### src/rtl/seq_det_scheduler_pkg.sv
// Shared types for the sequence-detector scheduler.
package seq_det_scheduler_pkg;

    typedef enum logic [2:0] {
        ST_IDLE,
        ST_CLEAR,
        ST_SHIFT,
        ST_DRAIN,
        ST_RESP
    } state_t;

    function automatic int unsigned next_idx(
        input int unsigned i,
        input int unsigned n
    );
        return (i + 1 == n) ? 0 : i + 1;
    endfunction

endpackage

### src/rtl/seq_det_rr_arbiter.sv
// Combinational round-robin pick: first request at/after ptr, wrapping.
module seq_det_rr_arbiter #(
    parameter  int N   = 4,
    localparam int IDW = $clog2(N)
) (
    input  logic [N-1:0]   req,
    input  logic [IDW-1:0] ptr,
    output logic [N-1:0]   gnt,
    output logic [IDW-1:0] gnt_idx,
    output logic           any
);

    int unsigned    idx;
    logic [IDW-1:0] idx_b;

    always_comb begin
        gnt     = '0;
        gnt_idx = '0;
        any     = 1'b0;
        idx     = 0;
        idx_b   = '0;
        for (int i = 0; i < N; i++) begin
            idx   = (int'(ptr) + i) % N;
            idx_b = IDW'(idx);
            if (!any && req[idx_b]) begin
                any        = 1'b1;
                gnt[idx_b] = 1'b1;
                gnt_idx    = idx_b;
            end
        end
    end

endmodule

### src/rtl/seq_det_scheduler.sv
// Shares one serial sequence detector between N word requesters,
// round-robin, returning the per-frame match count.
module seq_det_scheduler
    import seq_det_scheduler_pkg::*;
#(
    parameter  int N       = 4,
    parameter  int W       = 8,
    parameter  int DET_LAT = 1,
    localparam int IDW     = $clog2(N),
    localparam int CW      = $clog2(W + 1)
) (
    input  logic           clk,
    input  logic           rst_n,
    input  logic [N-1:0]   req_valid,
    input  logic [N*W-1:0] req_data,
    output logic [N-1:0]   req_ready,
    output logic           det_clr,
    output logic           det_data_in,
    input  logic           det_sequence_detected,
    output logic           resp_valid,
    input  logic           resp_ready,
    output logic [IDW-1:0] resp_id,
    output logic [CW-1:0]  resp_count,
    output logic           busy
);

    localparam int BW  = $clog2(W);
    localparam int DLW = (DET_LAT > 1) ? $clog2(DET_LAT) : 1;

    state_t         state_q, state_d;
    logic [IDW-1:0] ptr_q, id_q, gnt_idx;
    logic [N-1:0]   gnt;
    logic           any;
    logic [W-1:0]   word_q;
    logic [BW-1:0]  bit_q;
    logic [DLW-1:0] drn_q;
    logic [CW-1:0]  cnt_q;
    logic           det_clr_q;
    logic           sample;

    seq_det_rr_arbiter #(.N(N)) u_arb (
        .req     (req_valid),
        .ptr     (ptr_q),
        .gnt     (gnt),
        .gnt_idx (gnt_idx),
        .any     (any)
    );

    always_comb begin
        state_d     = state_q;
        req_ready   = '0;
        det_data_in = 1'b0;
        resp_valid  = 1'b0;
        unique case (state_q)
            ST_IDLE: begin
                if (any) begin
                    req_ready = gnt;
                    state_d   = ST_CLEAR;
                end
            end
            ST_CLEAR: state_d = ST_SHIFT;
            ST_SHIFT: begin
                det_data_in = word_q[W-1];
                if (bit_q == BW'(W - 1)) state_d = ST_DRAIN;
            end
            ST_DRAIN: begin
                if (drn_q == DLW'(DET_LAT - 1)) state_d = ST_RESP;
            end
            ST_RESP: begin
                resp_valid = 1'b1;
                if (resp_ready) state_d = ST_IDLE;
            end
            default: state_d = ST_IDLE;
        endcase
    end

    // Flag for bit k arrives DET_LAT cycles later, so the window is shifted.
    assign sample = (state_q == ST_SHIFT && int'(bit_q) >= DET_LAT)
                 || (state_q == ST_DRAIN);

    always_ff @(posedge clk or negedge rst_n) begin
        if (!rst_n) begin
            state_q   <= ST_IDLE;
            ptr_q     <= '0;
            id_q      <= '0;
            word_q    <= '0;
            bit_q     <= '0;
            drn_q     <= '0;
            cnt_q     <= '0;
            det_clr_q <= 1'b1;
        end else begin
            state_q   <= state_d;
            det_clr_q <= (state_d == ST_CLEAR);
            unique case (state_q)
                ST_IDLE: begin
                    if (any) begin
                        word_q <= req_data[int'(gnt_idx) * W +: W];
                        id_q   <= gnt_idx;
                        ptr_q  <= IDW'(next_idx(32'(gnt_idx), N));
                    end
                end
                ST_CLEAR: begin
                    cnt_q <= '0;
                    bit_q <= '0;
                    drn_q <= '0;
                end
                ST_SHIFT: begin
                    word_q <= word_q << 1;
                    bit_q  <= bit_q + BW'(1);
                end
                ST_DRAIN: drn_q <= drn_q + DLW'(1);
                default: ;
            endcase
            if (sample && det_sequence_detected && cnt_q != CW'(W))
                cnt_q <= cnt_q + CW'(1);
        end
    end

    assign det_clr    = det_clr_q;
    assign resp_id    = id_q;
    assign resp_count = cnt_q;
    assign busy       = (state_q != ST_IDLE);

endmodule

### config.mk
export PLATFORM = sky130hd
export DESIGN_NAME = seq_det_scheduler
export DESIGN_NICKNAME = d
export VERILOG_FILES = /design/src/rtl/seq_det_scheduler_pkg.sv /design/src/rtl/seq_det_rr_arbiter.sv /design/src/rtl/seq_det_scheduler.sv
export SDC_FILE = /design/constraint.sdc
export NUM_CORES = 1
export LEC_CHECK = 0
export BUFFER_PORTS_ARGS = -buffer_cell sky130_fd_sc_hd__clkbuf_2
export CORE_ASPECT_RATIO = 0.9
export CORE_MARGIN = 2
export CORE_UTILIZATION = 30
export DETAILED_ROUTE_END_ITERATION = 8
export GPL_ROUTABILITY_DRIVEN = 0
export GPL_TIMING_DRIVEN = 0
export PLACE_DENSITY_LB_ADDON = 0.12
export RECOVER_POWER = 100
export SETUP_SLACK_MARGIN = 0.3
export SYNTH_ARGS = -nofsm -noshare
export SYNTH_HDL_FRONTEND = slang
export SYNTH_SLANG_ARGS = --single-unit
### constraint.sdc
create_clock -name clk -period 3.35 [get_ports clk]
set_input_delay 0.5025 -clock clk [delete_from_list [all_inputs] [get_ports clk]]
set_output_delay 0.5025 -clock clk [all_outputs]
set_load 0.02 [all_outputs]
### After elaboration in Yosys (flattened, before gate mapping)

Index checks and enable logic that the tools add are counted.
Widths: inputs -> output; s select.

* register bits after elaboration: 24
* bits in latches: 0
* bits in writable memories: 0
* memory bits (read-only): 0
* bits of input ports: 40
* output and inout port bits: 14
* word-level logic and storage cells: 103
* memories kept: 0

* add/sub/neg operators: 7
* multipliers: 0
* divide/modulo/power cells: 0
* order comparisons: 9
* eq/ne operators: 9
* shifts and indexed selects: 1
* mux-type cells: 44
* bitwise operators: 3
* reduce and logical (&&, ||, !) cells: 22

Operators with widths (number)
* $mux 4: 8
* $shiftx 32x6->8: 1
* $pmux 8 s2: 1
* $pmux 3 s5: 1
* $mux 1: 14
* $lt 2x3->1 const B: 4
* $mux 3: 4
* $or 4x4->4: 3
* $logic_and 1x1->1: 10
* $mux 2: 5
* $eq 3x3->1 const B: 3
* $bmux 1 s2: 4
* $demux 1 s2: 4
* $ge 2x1->1 const B: 4
* $mux 8: 1
* $reduce_bool 2->1: 4
* $eq 3x1->1 const B: 2
* $eq 3x2->1 const B: 2
* $pmux 3 s2: 1
* $add 2x2->2 const B: 2
* $add 4x1->4 const B: 1
* $ne 4x4->1 const B: 1
* $reduce_and 2->1: 2
* $add 2x1->3 const B: 1
* other kinds (10): 12

### Logic depth before layout (Yosys ltp)

Gate-level depths: netlist of the first run.

* depth after elaboration: 15
* mapped depth: 12
* mapped depth without buffers: 9

### Modules after synthesis

Synthesis of the first run repeated with hierarchy kept, for this count alone.

* cell total of the unflattened synthesis: 171
* area total of the unflattened synthesis: 1806.7 um2

By module, submodules not included
* seq_det_scheduler: times used 1, cells an instance 126, area an instance 1387.6 um2, seq. area each 601.8 um2
* seq_det_rr_arbiter: times used 1, cells an instance 45, area an instance 419.2 um2, seq. area each 0.0 um2

### Least setup slack after synthesis of the first run

OpenSTA, ideal clock, no wires.

* path kind: register to output
* start point: reg ptr_q[1]
* end point: out req_ready[0]
* arrival time: 2.516 ns
* data required time: 2.847 ns
* setup slack: 0.331 ns
* stages on the path, launching flop included: 10
* path buffers: 2
* path through: dfrtp_1 clkbuf_8 inv_1 ha_1 buf_6 mux4_2 a211oi_2 a22o_1 mux2i_1 a21oi_1

* word-level cells in the longest chain between the ends: 14
* elaborated cells between the ends (all ways): 50
* those cells by class: add/sub: 3; order compare: 8; mux: 26; bitwise: 3; reduce/logical: 10

Ends and longest elaborated chain
* start, declared: RTL line seq_det_scheduler.sv:31 `logic [IDW-1:0] ptr_q, id_q, gnt_idx;`
* start signal, assigned: RTL line seq_det_scheduler.sv:99 `ptr_q <= IDW'(next_idx(32'(gnt_idx), N));`
* branches (longest 12 deep; another with $lt 2x3->1)
* $mux 4 (*): RTL line seq_det_scheduler.sv:56 `if (any) begin`
* $mux 4 (*): RTL line seq_det_scheduler.sv:54 `unique case (state_q)`
* end, declared: RTL line seq_det_scheduler.sv:16 `output logic [N-1:0] req_ready,`

Mark *: on every way between the ends. The select of a mux whose other input is x is not followed.

### Worst setup path after layout of the first run

Same ends and word-level chain as after synthesis.

==> results.toml, run 1 <==
[worst_setup_path]
reg2regPathDepth = 14
crit_buf_inv = 4
cp_slowest_cell = "mux4_2"
crit_required_ns = 2.85
path_depth = 10
slowest_delay_ns = 0.52
crit_family = "compound AO/OA/AOI/OAI gates"
start_kind = "flip-flop"
path_class = "reg2out"
worstPathCellList = "clkbuf_16 -> inv_6 -> ha_1 -> buf_6 -> mux4_2 -> a211oi_2 -> a22o_1 -> mux2i_1 -> a21oi_1 -> clkbuf_4"
endpoint_kind = "output pin"
cp.arrival_ns = 2.62
crit_fanout = 5

[timing]
fin_worst_skew_ns = 0.00616
hold_viol = 0
slew_viol_final = 0
rsz0062_at_grt = "true"
tightest_slew_ns = 1.39
timing.final.crit_period_ns = 3.13
fin_crit_sh_pct = 93.3
clock.fmax_mhz = 320
tns_ns = 0
finalSetupViolations = 0
slew-limit-headroom_pct = 7.53

[drt]
first_iter_violations = 109
wl_met1_mm = 2.36
drc_errors = 0
avgRoutedWirePerCell_um = 13.6
dr.pass1.iters = 4
dr_total_vias = 1726
top_layer = "met4"
wl_mm = 4.80
final_antenna_net_count = 0
dr_wl_met2_mm = 2.25
wl_met3_um = 168
via_per_inst = 4.89

[global_route]
grt.total_usage_pct = 13.9
grt_max_degree = 25
grt_pass1_vias = 1586
grt_pass1_wl_mm = 7.89
antenna_found_initial = 0
overflow = 0

[cells_and_area]
final_util_pct = 39.3
n_antenna_cell = 0
syn2layout_area_growth_pct = 26.2
drive_above_1_share_pct = 30.5
post-route-cell-area_um2 = 2400
stdcell_count = 353
layout.nets = 321

[synthesis]
synth_warnings = 0
syn_avg_cell_area_um2 = 9.48
synth_edf_count = 0
synth_ff_type = "dfrtp_1"
seq_area_frac_synth_pct = 31.6
synth_seq_cells = 24
synth_cell_types = 47
synthArstFlopShare_pct = 100
syn-num-nets = 255
synth_cells = 201
syn_area_um2 = 1910

[clocking]
cts_tree = "built"
cts_max_path_buffers = 2
cts_max_level = 1
clockRootBuffer = "clkbuf_8"
cts_buffers = 3
hold_buffers = 0
clkSinkCount = 24
clk-insertion-delay-late_ns = 0.27
clkSlewWorstSetupHoldPaths_ns = 0.09

[die]
die_w_um = 88.0
die-area_um2 = 7010
initial_core_util_pct = 31.2
core_um2 = 6110
ios = 54
rows = 27
die_height_um = 79.6

[placement]
dp_cells = 339
place_area_um2 = 2270
dp_hpwl_mm = 3.47
port_buffers = 51

[min_path]
holdPathStages = 2
hp-class = "in2reg"

[power]
power.leakage_uw = 0.00119
ir_worst_vdd_mv = 0.258
pwr_density_cell_nw_per_um2 = 980

[run]
drv_cap = 0

[outcome]
status = "finished clean"
## worst reg2reg max path, cell delays in order, from the launching register on
cell and delay (ns):
dfrtp_2 0.43, clkbuf_16 0.16, inv_6 0.06, ha_1 0.24, buf_6 0.13, clkbuf_4 0.13
clkbuf_4 0.13, o311a_1 0.09, o21ai_0 0.23, clkbuf_1 0.57, buf_12 0.23, inv_2 0.05
ha_1 0.27, nand2_1 0.06, o21ai_0 0.07
## worst paths after layout
check	from	to	slack [ns]
min reg2reg	resp_id[0]	resp_id[0]	0.49
max reg2reg	ptr_q[1]	ptr_q[1]	0.41
min	resp_ready	state_q[2]	0.42
max in group asynchronous	rst_n	ptr_q[0]	1.90
max	ptr_q[1]	req_ready[0]	0.22
min in group asynchronous	rst_n	resp_count[1]	0.53
## cell families (layout without fill, tap and decap cells)
kind of cell	after synthesis	count (layout)	share of synthesized area (%)
mux	27	27	15.1
buf+inv	25	90	8.08
compound gates	56	56	22.9
flops	24	24	31.6
simple gates	55	55	13.2
fa+ha+maj	14	14	9.19
## cell usage after synthesis (all sizes together), types with 6 or more instances
| master | n | area share [%] |
|---|---|---|
| a22oi | 8 | 3.2 |
| a21oi | 9 | 2.4 |
| o221ai | 7 | 3.2 |
| dfrtp | 23 | 30 |
| clkbuf | 6 | 2.2 |
| buf | 6 | 3.3 |
| a22o | 8 | 3.7 |
| o21ai | 10 | 2.8 |
| inv | 13 | 2.6 |
| mux2i | 22 | 12 |
| nor2 | 10 | 2.0 |
| nand2 | 25 | 4.9 |
| ha | 14 | 9.2 |
## flip-flops by register name, summed over array words and instances, names as in the netlist
name,count
drn_q,1
resp_count,4
det_clr,1
state_q,3
ptr_q,2
resp_id,2
bit_q,3
word_q,8
## cells in the final DEF (no fill, tap or decap), types with 2 or more instances in the layout
master    instances
nand3_1           5
nor2_1           10
o31ai_1           2
clkbuf_4          4
o21ai_1           2
mux2_2            4
a22o_1            8
inv_1            10
clkbuf_1         17
buf_4            12
clkbuf_2         36
a21oi_1           8
and3_1            2
nand2b_1          2
o21ai_0           8
mux2i_1          22
a22oi_1           8
or3_1             3
o221ai_1          7
nand2_1          25
dfrtp_1          21
clkbuf_8          4
ha_1             14
dfrtp_2           2
## final cells by class
type | instances | area (um^2)
fillers | 646 | 3710
multi-input cells | 152 | 1150
flip-flops and latches | 24 | 604
repair buffers | 61 | 327
plain buffers | 12 | 109
well taps | 87 | 109
inverters | 13 | 57.6
clock buffers | 4 | 45.0
## per-layer routing
| metal | global-route usage (%) | vias up |
|---|---|---|
| li1 | - | 872 |
| met1 | 19.9 | 823 |
| met2 | 22.4 | 29 |
| met3 | 2.69 | 2 |
| met4 | 1.82 | 0 |
| met5 | 0 | - |
## report_power, final
part	leakage, uW	internal (uW)	switching, uW
logic	0.000866	767	886
clock network	0.0000228	85.0	94.5
registers	0.000301	425	98.8
total	0.00119	1280	1080
## repair_timing
| item | CTS | global route |
|---|---|---|
| buffers inserted | 7 | 3 |
| pin swaps | 7 | 5 |
| setup endpoints to repair | 4 | 4 |
| gates resized for setup | 13 | 6 |
## through the flow
stage	hold slack, ns	power (uW)	setup slack (ns)
detailed placement	0.471	2080	0.0830
global route	0.427	2590	0.101
floorplan	0.207	1720	0.331
CTS	0.263	2420	0.300
global placement	0.465	2080	0.0722
finish	0.418	2360	0.224
(Power assumes the default switching activity.)
==> run 2, diff against run 1 <==
Settings changed: CORE_UTILIZATION 30 to 45, CTS_BUF_LIST set to sky130_fd_sc_hd__clkbuf_4.
==> run 2 against run 1 <==
Net effect: wire length is 9.8% lower; combinational power is 4% lower; via count hardly changed; clock skew hardly changed; critical path depth stayed put; design area is 4.3% lower; count of clock-buffer cells in the layout stayed put; worst setup slack worse by 0.0066 ns; critical path type unchanged; largest power group unchanged; highest routed layer unchanged.
==> results.toml, run 2 (synthesis results as in run 1) <==
[outcome]
status = "finished clean"

[placement]
port_buffers = 51
dp_hpwl_mm = 3.21
dp_slack_ns = 0.141

[clocking]
clk-insertion-delay-late_ns = 0.32
cts_buffers = 3
clockRootBuffer = "clkbuf_4"
cts_max_path_buffers = 2
cts_max_level = 1
cts_tree = "built"
clkSlewWorstSetupHoldPaths_ns = 0.13
clkSinkCount = 24
hold_buffers = 0

[timing]
tns_ns = 0
clock.fmax_mhz = 319
slew_viol_final = 0
tightest_slew_ns = 1.37
fin_crit_sh_pct = 93.5
finalSetupViolations = 0
timing.final.crit_period_ns = 3.13
slew-limit-headroom_pct = 9.00
hold_viol = 0
fin_worst_skew_ns = 0.00651
rsz0062_at_grt = "true"
layout_setup_ws_ns = 0.217

[drt]
avgRoutedWirePerCell_um = 14.0
dr_total_vias = 1727
final_antenna_net_count = 0
first_iter_violations = 142
via_per_inst = 5.57
dr.pass1.iters = 4
drc_errors = 0
wl_mm = 4.33

[die]
ios = 54
die-area_um2 = 4770
core_um2 = 4070
rows = 22
initial_core_util_pct = 46.8
die_w_um = 72.6
die_height_um = 65.7

[cells_and_area]
layout.nets = 317
largest_reg_flops = 8
syn2layout_area_growth_pct = 20.8
multi_input_area_um2 = 1150
final_cell_mix = "36 x clkbuf_2, 25 x nand2_1, 22 x mux2i_1"
drive_above_1_share_pct = 28.2
largest_register = "word_q"
regArea_um2 = 604
final_util_pct = 56.5
fill_cells = 392
n_antenna_cell = 0
mostFrequentLayoutCell = "clkbuf_2"

[global_route]
grt_pass1_vias = 1558
antenna_found_initial = 0
grt_max_degree = 25
grt_pass1_wl_mm = 7.33
grt.total_usage_pct = 19.3
overflow = 0

[min_path]
holdPathStages = 2
hp-class = "in2reg"
hp-start = "resp_ready"
hold_path_end = "state_q[2]"

[worst_setup_path]
crit_fanout = 4
rr_endpoint = "ptr_q[0]"
endpoint_kind = "output pin"
crit_required_ns = 2.85
reg2regPathDepth = 10
start_kind = "flip-flop"
path_class = "reg2out"
cp.arrival_ns = 2.63
r2r_setup_slack_ns = 0.58
worstReg2RegStart = "ptr_q[0]"

[power]
ir_worst_vdd_mv = 0.414
power_uw = 2250
pwr_density_cell_nw_per_um2 = 976
power.leakage_uw = 0.00117

[run]
drv_cap = 0
==> run 2: cell types whose count changed in the layout (fill, tap and decap cells not counted), sizes merged <==
| cell | before | now |
|---|---|---|
| buf | 15 | 13 |
| clkbuf | 62 | 60 |
| inv | 12 | 13 |
| clkinvlp | 1 | 0 |
==> run 2: power breakdown <==
part	internal, uW	switching [uW]
Sequential	424	96.9
Combinational	727	857
Clock	54.7	88.4
Total	1210	1040
==> run 2: area by class of cell <==
class,instances,share of cell area (%)
clock buffer,4,1.30
sequential,24,26.2
buffer,12,4.73
timing repair buffer,57,12.9
tap,48,2.61
inverter,13,2.45
multi-input combinational,152,49.8
==> run 2: timing repair <==
item,CTS,global route
setup endpoints to repair,4,4
gates cloned,0,0
setup buffers,6,0
gates resized for setup,14,3
pin swaps,8,1
==> run 2: layer usage <==
| layer | vias up | routed length, um | GRT usage, % |
|---|---|---|---|
| met1 | 828 | 2090 | 27.4 |
| met3 | 7 | 128 | 3.83 |
| met2 | 30 | 2060 | 30.5 |
| met4 | 0 | 53 | 4.17 |
| met5 | - | 0 | 0 |
| li1 | 862 | - | - |
==> run 2: worst max path at each step <==
stage	start	to	slack (ns)	cells past startpoint
global route	ptr_q[1]	req_ready[3]	0.10	10
detailed placement	ptr_q[0]	req_ready[1]	0.14	9
global placement	ptr_q[0]	req_ready[3]	0.15	9
floorplan	ptr_q[1]	req_ready[0]	0.33	9
finish	ptr_q[1]	req_ready[0]	0.22	10
CTS	ptr_q[1]	req_ready[1]	0.24	10
==> run 2: critical path, stage by stage, from the launching register on <==
cell       delay, ns
dfrtp_2         0.42
clkbuf_16       0.15
inv_8           0.03
ha_4            0.24
buf_6           0.09
mux4_2          0.51
a211oi_2        0.29
a22o_1          0.18
mux2i_1         0.06
a21oi_1         0.14
clkbuf_4        0.19
==> run 2: per-stage QoR <==
step / instance area, um^2 / hold WS, ns / cells
final: 2300 / 0.346 / 310
after global routing: 2300 / 0.353 / 310
after CTS: 2350 / 0.179 / 310
after detailed placement: 2220 / 0.479 / 300
after global placement: 2220 / 0.461 / 300
after floorplan: 1910 / 0.207 / 201
==> run 3, diff against run 2 <==
Clock period 3.35 ns to 3.4 ns, I/O delays scaled along.
==> run 3 against run 2 <==
Net effect: non-clock buffer count unchanged; clock power about the same; cell count unchanged; flip-flop and latch count unchanged; largest power group unchanged; worst setup slack got worse by 0.022 ns; sequential power decreased by 2%; register-to-register slack got worse by 0.25 ns; design area decreased by 1.0%.
==> results.toml, run 3 (synthesis results as in run 1) <==
[outcome]
status = "finished clean"

[cells_and_area]
largest_reg_flops = 8
mostFrequentLayoutCell = "clkbuf_2"
layout.nets = 317
final_cell_mix = "36 x clkbuf_2, 25 x nand2_1, 22 x mux2i_1"
n_antenna_cell = 0
drive_above_1_share_pct = 27.5
syn2layout_area_growth_pct = 19.6
largest_register = "word_q"
stdcell_count = 310

[die]
rows = 22
die_height_um = 65.7
initial_core_util_pct = 46.8
die-area_um2 = 4770
die_w_um = 72.6
core_um2 = 4070
ios = 54

[clocking]
cts_buffers = 3
cts_tree = "built"
clkSlewWorstSetupHoldPaths_ns = 0.13
cts_max_level = 1
clkSinkCount = 24
hold_buffers = 0
clockRootBuffer = "clkbuf_4"
cts_max_path_buffers = 2
clk-insertion-delay-late_ns = 0.32

[timing]
fin_crit_sh_pct = 94.3
timing.final.crit_period_ns = 3.21
hold_viol = 0
tns_ns = 0
slew-limit-headroom_pct = 9.00
rsz0062_at_grt = "true"
finalSetupViolations = 0
tightest_slew_ns = 1.37
slew_viol_final = 0
clock.fmax_mhz = 312
fin_worst_skew_ns = 0.00708

[global_route]
overflow = 0
grt_pass1_vias = 1558
grt_max_degree = 25
antenna_found_initial = 0
grt_pass1_wl_mm = 7.33
grt.total_usage_pct = 19.3

[min_path]
hp-start = "resp_ready"
hp-class = "in2reg"

[power]
power_uw = 2180
ir_worst_vdd_mv = 0.406
power.leakage_uw = 0.00115
pwr_density_cell_nw_per_um2 = 955

[placement]
dp_hpwl_mm = 3.21
dp_cells = 300
port_buffers = 51

[run]
drv_cap = 0

[worst_setup_path]
slowest_delay_ns = 0.51
startpoint = "ptr_q[1]"
cp.arrival_ns = 2.70
crit_family = "compound AO/OA/AOI/OAI gates"
worstReg2RegStart = "ptr_q[0]"
worstPathCellList = "clkbuf_16 -> inv_8 -> ha_4 -> buf_6 -> mux4_2 -> a211oi_2 -> a22o_1 -> mux2i_1 -> a21oi_1 -> clkbuf_1"
endpoint_kind = "output pin"
path_class = "reg2out"
start_kind = "flip-flop"
crit_buf_inv = 4
cp_slowest_cell = "mux4_2"
crit_required_ns = 2.89
crit_fanout = 4

[drt]
via_per_inst = 5.57
dr_total_vias = 1726
wl_mm = 4.32
drc_errors = 0
avgRoutedWirePerCell_um = 13.9
final_antenna_net_count = 0
dr.pass1.iters = 4
first_iter_violations = 138
-- run 3: changes by cell type in the layout (fill, tap and decap cells not counted), sizes merged --
cell,change
buf,-3
clkbuf,+3
-- run 3: final timing paths --
| check | end | slack, ns | depth (start not counted) |
|---|---|---|---|
| min in group asynchronous | state_q[0] | 0.46 | 1 |
| max in group asynchronous | ptr_q[0] | 2.03 | 1 |
| max | req_ready[1] | 0.19 | 10 |
| min reg2reg | resp_id[1] | 0.50 | 2 |
| max reg2reg | ptr_q[0] | 0.33 | 10 |
| min | state_q[2] | 0.35 | 2 |
-- run 3: layer usage --
| layer | track usage, % | share of wire, % |
|---|---|---|
| met5 | 0 | 0 |
| met4 | 4.17 | 1.2 |
| met3 | 3.83 | 3.1 |
| met2 | 30.5 | 48 |
| met1 | 27.4 | 48 |
-- run 3: cell type report --
cell class	count	area, um^2
sequential	24	604
fill	399	1800
tap	48	60.1
clock buffer	4	30.0
timing repair buffer	57	285
multi-input combinational	152	1150
inverter	13	56.3
buffer	12	92.6
-- run 3: where the power goes --
group | switching, uW | internal, uW | total [uW]
sequential | 95.5 | 418 | 513
combinational | 844 | 678 | 1520
clock | 87.0 | 53.9 | 141
total | 1030 | 1150 | 2180
-- run 3: metrics by stage --
stage               hold slack (ns)  setup slack, ns  cell area (um^2)  utilization [%]
CTS                           0.186            0.281              2350             57.8
finish                        0.353            0.195              2280             55.9
global placement              0.461            0.197              2220             54.5
global route                  0.360           0.0860              2280             55.9
detailed placement            0.479            0.183              2220             54.5
floorplan                     0.214            0.374              1910                -
-- run 3: worst register-to-register path, stage by stage, from the launching register on --
cell	delay (ns)
dfrtp_2	0.43
buf_4	0.17
nand2b_1	0.14
and3_1	0.19
o311a_1	0.34
o21ai_2	0.11
clkbuf_1	0.49
clkbuf_1	0.57
inv_2	0.10
ha_1	0.22
o31ai_2	0.23
-- run 3: what timing repair did --
action                     in CTS  in global routing
pin swaps                       8                  1
gates resized for setup        14                  3
setup buffers                   6                  0
hold endpoints to repair        0                  0
setup endpoints to repair       4                  4
